===== src/rtl/ysyx_24070016_pkg.sv =====
// Shared definitions for the instruction fetch unit: state encoding,
// response codes, reset/fault defaults and datapath widths.
package ysyx_24070016_pkg;

    localparam int ADDR_W = 32;
    localparam int INST_W = 32;

    // Fetch FSM states, 2-bit encoding
    typedef enum logic [1:0] {
        IDLE = 2'd0,
        REQ  = 2'd1,
        WAIT = 2'd2,
        HOLD = 2'd3
    } ifu_state_e;

    localparam logic [1:0]        RESP_OKAY    = 2'b00;
    localparam logic [ADDR_W-1:0] RESET_PC_DEF = 32'h8000_0000;
    localparam logic [INST_W-1:0] NOP_INST_DEF = 32'h0000_0013;

    // A fetch address is usable only when word aligned
    function automatic logic is_aligned(input logic [ADDR_W-1:0] addr);
        return (addr[1:0] == 2'b00);
    endfunction

endpackage


===== src/rtl/ysyx_24070016_ifu_pcgen.sv =====
// PC register and next-PC selection. A redirect always wins; otherwise the
// PC steps by 4 (wrapping modulo 2^32) when the held instruction is consumed.
module ysyx_24070016_ifu_pcgen
    import ysyx_24070016_pkg::*;
#(
    parameter logic [ADDR_W-1:0] RESET_PC = RESET_PC_DEF
) (
    input  logic              clk,
    input  logic              rst_n,
    input  logic              redirect_i,
    input  logic [ADDR_W-1:0] redirect_pc_i,
    input  logic              advance_i,
    output logic [ADDR_W-1:0] pc_o,
    output logic [ADDR_W-1:0] next_pc_o,
    output logic              pc_aligned_o,
    output logic              next_aligned_o
);

    logic [ADDR_W-1:0] pc_q;
    logic [ADDR_W-1:0] pc_d;

    // Next-PC mux: redirect, sequential step, or hold
    always_comb begin
        pc_d = pc_q;
        if (redirect_i) begin
            pc_d = redirect_pc_i;
        end else if (advance_i) begin
            pc_d = pc_q + 32'd4;
        end else begin
            pc_d = pc_q;
        end
    end

    // PC register
    always_ff @(posedge clk or negedge rst_n) begin
        if (!rst_n) begin
            pc_q <= RESET_PC;
        end else begin
            pc_q <= pc_d;
        end
    end

    assign pc_o           = pc_q;
    assign next_pc_o      = pc_d;
    assign pc_aligned_o   = is_aligned(pc_q);
    assign next_aligned_o = is_aligned(pc_d);

endmodule


===== src/rtl/ysyx_24070016_ifu.sv =====
// Instruction fetch unit: one outstanding single-beat read to instruction
// memory, one-entry holding register toward the decoder, redirect and
// sticky-halt handling. All outward signals are registered.
module ysyx_24070016_ifu
    import ysyx_24070016_pkg::*;
#(
    parameter logic [ADDR_W-1:0] RESET_PC = RESET_PC_DEF,
    parameter logic [INST_W-1:0] NOP_INST = NOP_INST_DEF
) (
    input  logic              clk,
    input  logic              rst_n,
    output logic [ADDR_W-1:0] araddr,
    output logic              arvalid,
    input  logic              arready,
    input  logic [INST_W-1:0] rdata,
    input  logic [1:0]        rresp,
    input  logic              rvalid,
    output logic              rready,
    output logic [INST_W-1:0] inst,
    output logic [ADDR_W-1:0] inst_pc,
    output logic              inst_fault,
    output logic              inst_valid,
    input  logic              inst_ready,
    input  logic              redirect_valid,
    input  logic [ADDR_W-1:0] redirect_pc,
    input  logic              ifu_halt
);

    ifu_state_e        state_q;
    logic              drop_q;
    logic              halted_q;
    logic [ADDR_W-1:0] araddr_q;
    logic              arvalid_q;
    logic              rready_q;
    logic [INST_W-1:0] inst_q;
    logic [ADDR_W-1:0] inst_pc_q;
    logic              inst_fault_q;
    logic              inst_valid_q;

    logic [ADDR_W-1:0] pc_s;
    logic [ADDR_W-1:0] next_pc_s;
    logic              pc_aligned_s;
    logic              next_aligned_s;
    logic              halt_now_s;
    logic              hold_hs_s;

    // Halt takes effect in the very cycle it is first seen
    assign halt_now_s = halted_q | ifu_halt;
    assign hold_hs_s  = (state_q == HOLD) & inst_valid_q & inst_ready;

    ysyx_24070016_ifu_pcgen #(
        .RESET_PC (RESET_PC)
    ) u_pcgen (
        .clk            (clk),
        .rst_n          (rst_n),
        .redirect_i     (redirect_valid),
        .redirect_pc_i  (redirect_pc),
        .advance_i      (hold_hs_s),
        .pc_o           (pc_s),
        .next_pc_o      (next_pc_s),
        .pc_aligned_o   (pc_aligned_s),
        .next_aligned_o (next_aligned_s)
    );

    // Fetch FSM with registered bus and decoder-side outputs
    always_ff @(posedge clk or negedge rst_n) begin
        if (!rst_n) begin
            state_q      <= IDLE;
            drop_q       <= 1'b0;
            halted_q     <= 1'b0;
            araddr_q     <= RESET_PC;
            arvalid_q    <= 1'b0;
            rready_q     <= 1'b0;
            inst_q       <= {INST_W{1'b0}};
            inst_pc_q    <= RESET_PC;
            inst_fault_q <= 1'b0;
            inst_valid_q <= 1'b0;
        end else begin
            if (ifu_halt) begin
                halted_q <= 1'b1;
            end
            case (state_q)
                IDLE: begin
                    // A redirect here only moves the PC; the fetch starts
                    // next cycle from the new value.
                    if (halt_now_s || redirect_valid) begin
                        state_q <= IDLE;
                    end else if (!pc_aligned_s) begin
                        state_q      <= HOLD;
                        inst_q       <= NOP_INST;
                        inst_pc_q    <= pc_s;
                        inst_fault_q <= 1'b1;
                        inst_valid_q <= 1'b1;
                    end else begin
                        state_q   <= REQ;
                        arvalid_q <= 1'b1;
                        araddr_q  <= pc_s;
                    end
                end
                REQ: begin
                    // The request cannot be withdrawn; a redirect marks the
                    // coming response as stale instead.
                    if (redirect_valid) begin
                        drop_q <= 1'b1;
                    end
                    if (arready) begin
                        arvalid_q <= 1'b0;
                        rready_q  <= 1'b1;
                        state_q   <= WAIT;
                    end
                end
                WAIT: begin
                    if (rvalid) begin
                        rready_q <= 1'b0;
                        drop_q   <= 1'b0;
                        if (drop_q || redirect_valid || halt_now_s) begin
                            state_q <= IDLE;
                        end else begin
                            inst_q       <= rdata;
                            inst_pc_q    <= pc_s;
                            inst_fault_q <= (rresp != RESP_OKAY);
                            inst_valid_q <= 1'b1;
                            state_q      <= HOLD;
                        end
                    end else if (redirect_valid) begin
                        drop_q <= 1'b1;
                    end
                end
                HOLD: begin
                    if (inst_ready) begin
                        inst_valid_q <= 1'b0;
                        if (!halt_now_s && next_aligned_s) begin
                            state_q   <= REQ;
                            arvalid_q <= 1'b1;
                            araddr_q  <= next_pc_s;
                        end else begin
                            state_q <= IDLE;
                        end
                    end else if (redirect_valid || halt_now_s) begin
                        inst_valid_q <= 1'b0;
                        state_q      <= IDLE;
                    end
                end
                default: begin
                    state_q      <= IDLE;
                    arvalid_q    <= 1'b0;
                    rready_q     <= 1'b0;
                    inst_valid_q <= 1'b0;
                end
            endcase
        end
    end

    assign araddr     = araddr_q;
    assign arvalid    = arvalid_q;
    assign rready     = rready_q;
    assign inst       = inst_q;
    assign inst_pc    = inst_pc_q;
    assign inst_fault = inst_fault_q;
    assign inst_valid = inst_valid_q;

endmodule


===== config.mk =====
export PLATFORM = sky130hd
export DESIGN_NAME = ysyx_24070016_ifu
export DESIGN_NICKNAME = d
export VERILOG_FILES = /design/src/rtl/ysyx_24070016_pkg.sv /design/src/rtl/ysyx_24070016_ifu_pcgen.sv /design/src/rtl/ysyx_24070016_ifu.sv
export SDC_FILE = /design/constraint.sdc
export NUM_CORES = 1
export LEC_CHECK = 0
export BUFFER_PORTS_ARGS = -buffer_cell sky130_fd_sc_hd__buf_2
export CORE_MARGIN = 5
export CORE_UTILIZATION = 30
export CTS_BUF_LIST = sky130_fd_sc_hd__clkbuf_4 sky130_fd_sc_hd__clkbuf_8
export CTS_CLUSTER_SIZE = 20
export DETAILED_ROUTE_END_ITERATION = 10
export GPL_TIMING_DRIVEN = 0
export PLACE_DENSITY_LB_ADDON = 0.08
export SETUP_SLACK_MARGIN = 0.02
export SYNTH_ARGS = -nofsm -noshare
export SYNTH_HDL_FRONTEND = slang
export SYNTH_SLANG_ARGS = --single-unit

===== constraint.sdc =====
create_clock -name clk -period 2.4 [get_ports clk]
set_input_delay 0.24 -clock clk [delete_from_list [all_inputs] [get_ports clk]]
set_output_delay 0.24 -clock clk [all_outputs]
set_load 0.05 [all_outputs]

==> impl_metrics.csv <==
group,metric,value,unit
sta,hold_ws,0.0349,ns
sta,period_needed,2.27,ns
sta,hold_viol,0,
logic_synthesis,muxShareOfSynthArea,8.04,%
routing,vias,5608,
routing,vias_per_cell,4.87,
setup_path,crit_path_max_fanout,10,
sta,finalSetupViolCount,0,
setup_path,crit_chain,"ha_2 -> buf_6 -> nand3_4 -> or3_4 -> buf_6 -> or4_4 -> a31oi_2 -> nand2_1 -> a21oi_2",
clock_tree,h-tree-depth,4,
setup_path,cp_slowest_cell,"or4_4",
setup_path,critPathMaxStageDelay,0.41,ns
power,power_leakage,3.79,nW
cells_and_area,layout_common_cells,"175 x buf_2, 131 x dfrtp_1, 122 x nand2_1, 72 x o21ai_0, 49 x nor2_1",
global_routing,grt_usage,17.4,%
setup_path,cp_top_family,"simple AND/OR/NAND/NOR gates",
setup_path,cp-startpoint,"state_q[1]",
floorplanning,std_cell_rows,53,
sta,slew_headroom,51.1,%
cells_and_area,final_cell_area,8240,um^2
logic_synthesis,synth_seq_area_share,52.6,%
cells_and_area,final_net_count,942,
logic_synthesis,synth_edf_count,0,
sta,fin_skew,0.0163,ns
setup_path,rr_worst_depth,9,
status,status,"completed",
logic_synthesis,synth_fa_ha_area_share,1.16,%
global_routing,grt_max_degree,84,
logic_synthesis,synth_compound_area_share,14.7,%
floorplanning,ios,173,
clock_tree,cts_buffer_depth,2,
setup_path,cp-start-kind,"flip-flop",
sta,rsz0062_at_grt,"true",
logic_synthesis,synth_xor_area_share,3.11,%
clock_tree,clk_latency,0.44,ns
placed_design,io_buffer_count,171,
setup_path,required,2.77,ns
worst_hold_path,min-delay-path-class,"in2reg",
cells_and_area,diodes,0,
sta,slew_violations,0,
floorplanning,start_util,30.6,%
cells_and_area,syn_to_final_growth,27.3,%
logic_synthesis,ys.flop_type,"dfrtp_1",
power,power,6.85,mW
setup_path,worst_r2r_startpoint,"state_q[1]",
logic_synthesis,syn_area,6470,um^2
placed_design,dp_hpwl,15300,um
clock_tree,cts_root_buf,"clkbuf_8",
floorplanning,die-area,24600,um^2
cells_and_area,final_common_cell,"buf_2",
global_routing,grt_overflow,0,
setup_path,end_kind,"flip-flop",
logic_synthesis,syn_inst,664,
routing,drc_errors,0,
power,p_per_area,831,nW/um^2
clock_tree,cts_tree,"yes",
logic_synthesis,synthSimpleGateAreaFrac,16.9,%
global_routing,grt_pass1_vias,5776,
cells_and_area,n_fill_cell,2161,
power,max-vdd-ir-drop,0.442,mV
setup_path,path_common_cell,"buf_6",
setup_path,critPathCapture,"araddr[17]",
setup_path,cp.buffers_inverters,2,
setup_path,worst-endpoint-arrival,2.63,ns
placed_design,routabilityCongestion,0.864,
routing,dr.pass1.iters,4,
logic_synthesis,yosys_warnings,0,
setup_path,critPathKind,"reg2reg",
logic_synthesis,synth_top_family_by_area,"simple AND/OR/NAND/NOR gates",
global_routing,antenna_found_initial,0,
cells_and_area,drive_gt1_share,33.2,%
routing,routedWlPerCell,18.2,um
setup_path,reg2reg_slack,0.13,ns
flow_run,cap_violations,0,
routing,drtAntennaViolNets,0,
sta,tightest_slew,0.733,ns
sta,fmax,441,MHz
setup_path,path_depth,9,
clock_tree,cts_buffers,17,
routing,drt_wl_total,21000,um
floorplanning,core_area,21200,um^2
floorplanning,die_h,157,um
logic_synthesis,ys_ff_latch,136,
routing,first_iter_violations,317,
placed_design,placed_cell_area,7710,um^2
logic_synthesis,syn_area_per_cell,9.75,um^2
logic_synthesis,ys_types,56,
setup_path,reg2reg_to,"araddr[17]",
global_routing,grt_pass1_wl,33100,um
logic_synthesis,synthArstFlopShare,100,%
sta,period_share,94.4,%
logic_synthesis,syn_nets,743,
floorplanning,die_w,157,um
clock_tree,clock-sinks,136,
clock_tree,path_clk_slew,0.07,ns
[area by class of cell]
cell class,count,area [um^2],area share [%]
flip-flops and latches,136,3410,41.4
multi-input cells,474,2890,35.1
repair buffers,181,965,11.7
well taps,275,344,4.17
clock buffers,20,263,3.19
plain buffers,43,204,2.47
clock inverters,12,128,1.55
inverters,10,37.5,0.455
[state kept, by name, summed over array words and instances (netlist names)]
signal	cells
araddr	32
halted_q	1
arvalid	1
drop_q	1
inst_valid	1
inst_fault	1
u_pcgen.pc_o	32
state_q	2
inst	32
inst_pc	32
rready	1
[how the worst min path moves through the flow]
stage	slack (ns)	startpoint	endpoint	cells past startpoint
floorplan	-0.06	rst_n	araddr[0]	0
global placement	0.45	araddr[30]	araddr[30]	2
detailed placement	0.24	rst_n	inst[2]	1
CTS	0.002	rvalid	drop_q	2
global route	0.02	redirect_pc[11]	u_pcgen.pc_o[11]	3
finish	0.03	rdata[16]	inst[16]	3
[through the flow]
stage / TNS [ns] / setup slack [ns] / std cells / utilization [%]
2_1_floorplan: 0 / 0.149 / 664 / -
3_3_place_gp: -137.48 / -0.963 / 1110 / 36.3
3_5_place_dp: -11.32 / -0.421 / 1111 / 36.4
4_1_cts: 0 / 0.0117 / 1149 / 38.6
5_1_grt: -0.00883 / -0.00883 / 1151 / 39.0
6_report: 0 / 0.134 / 1151 / 39.0
[worst reg2reg max path: stages (launching register included)]
cell     delay [ns]
dfrtp_1        0.39
ha_2           0.19
buf_6          0.13
nand3_4        0.10
or3_4          0.40
buf_6          0.15
or4_4          0.42
a31oi_2        0.22
nand2_1        0.09
a21oi_2        0.12
[per-layer routing]
layer  vias up  track usage (%)  routed length, um
met2       162             27.6               9730
met1      2709             24.3               9870
met4         0             5.12                288
li1       2720                -                  -
met3        17             3.13               1090
met5         -                0                  0
[power by group]
group / internal [mW] / total [mW] / switching, mW
logic: 0.508 / 2.04 / 1.54
registers: 2.64 / 2.92 / 0.284
clock network: 0.968 / 1.88 / 0.913
[synth_stat cells (2+ instances only)]
cell type,number,area share [%]
nand2_1,122,7.1
or3_1,4,0.39
o21ai_0,72,5.6
xor2_1,10,1.4
a21o_1,2,0.23
buf_2,8,0.62
a21oi_1,33,2.6
o31ai_1,7,0.81
a31oi_2,4,0.77
and4_1,2,0.27
a221oi_1,4,0.54
nor3_1,10,0.77
mux2i_1,7,1.1
a22o_1,4,0.54
dfrtp_1,133,51
mux2_2,40,7.0
a22oi_1,2,0.23
nor4_1,4,0.39
a21oi_2,2,0.27
nor2_1,49,2.8
inv_1,9,0.52
ha_1,6,1.2
and2_1,3,0.29
and3_1,8,0.77
clkbuf_1,33,1.9
o211ai_1,5,0.58
xnor2_1,13,1.8
a31oi_1,9,0.87
nor2b_1,5,0.48
or4_1,4,0.46
nand3_1,11,0.85
nand4_1,8,0.77
nor3b_1,3,0.35
nand2b_1,3,0.29
dfstp_2,3,1.2
o21a_1,2,0.23
[repair_timing]
action / 4_1_cts / 5_1_grt
gates resized for setup: 5 / 21
setup endpoints to repair: 46 / 53
buffers inserted: 3 / 3
pin swaps: 1 / 6
endpoints found under the hold margin: 55 / 0
hold buffers: 3 / 0
[cells by family (layout without fill, tap and decap cells)]
| family | count (synthesis) | in the layout |
|---|---|---|
| AO/OA/AOI/OAI | 157 | 157 |
| XOR/XNOR | 23 | 23 |
| buffers and inverters | 54 | 266 |
| adder cells (fa/ha/maj) | 6 | 6 |
| multiplexers | 47 | 47 |
| AND/OR/NAND/NOR | 241 | 241 |
| flip-flops | 136 | 136 |
Note: power is estimated with default switching activity, not from simulation.
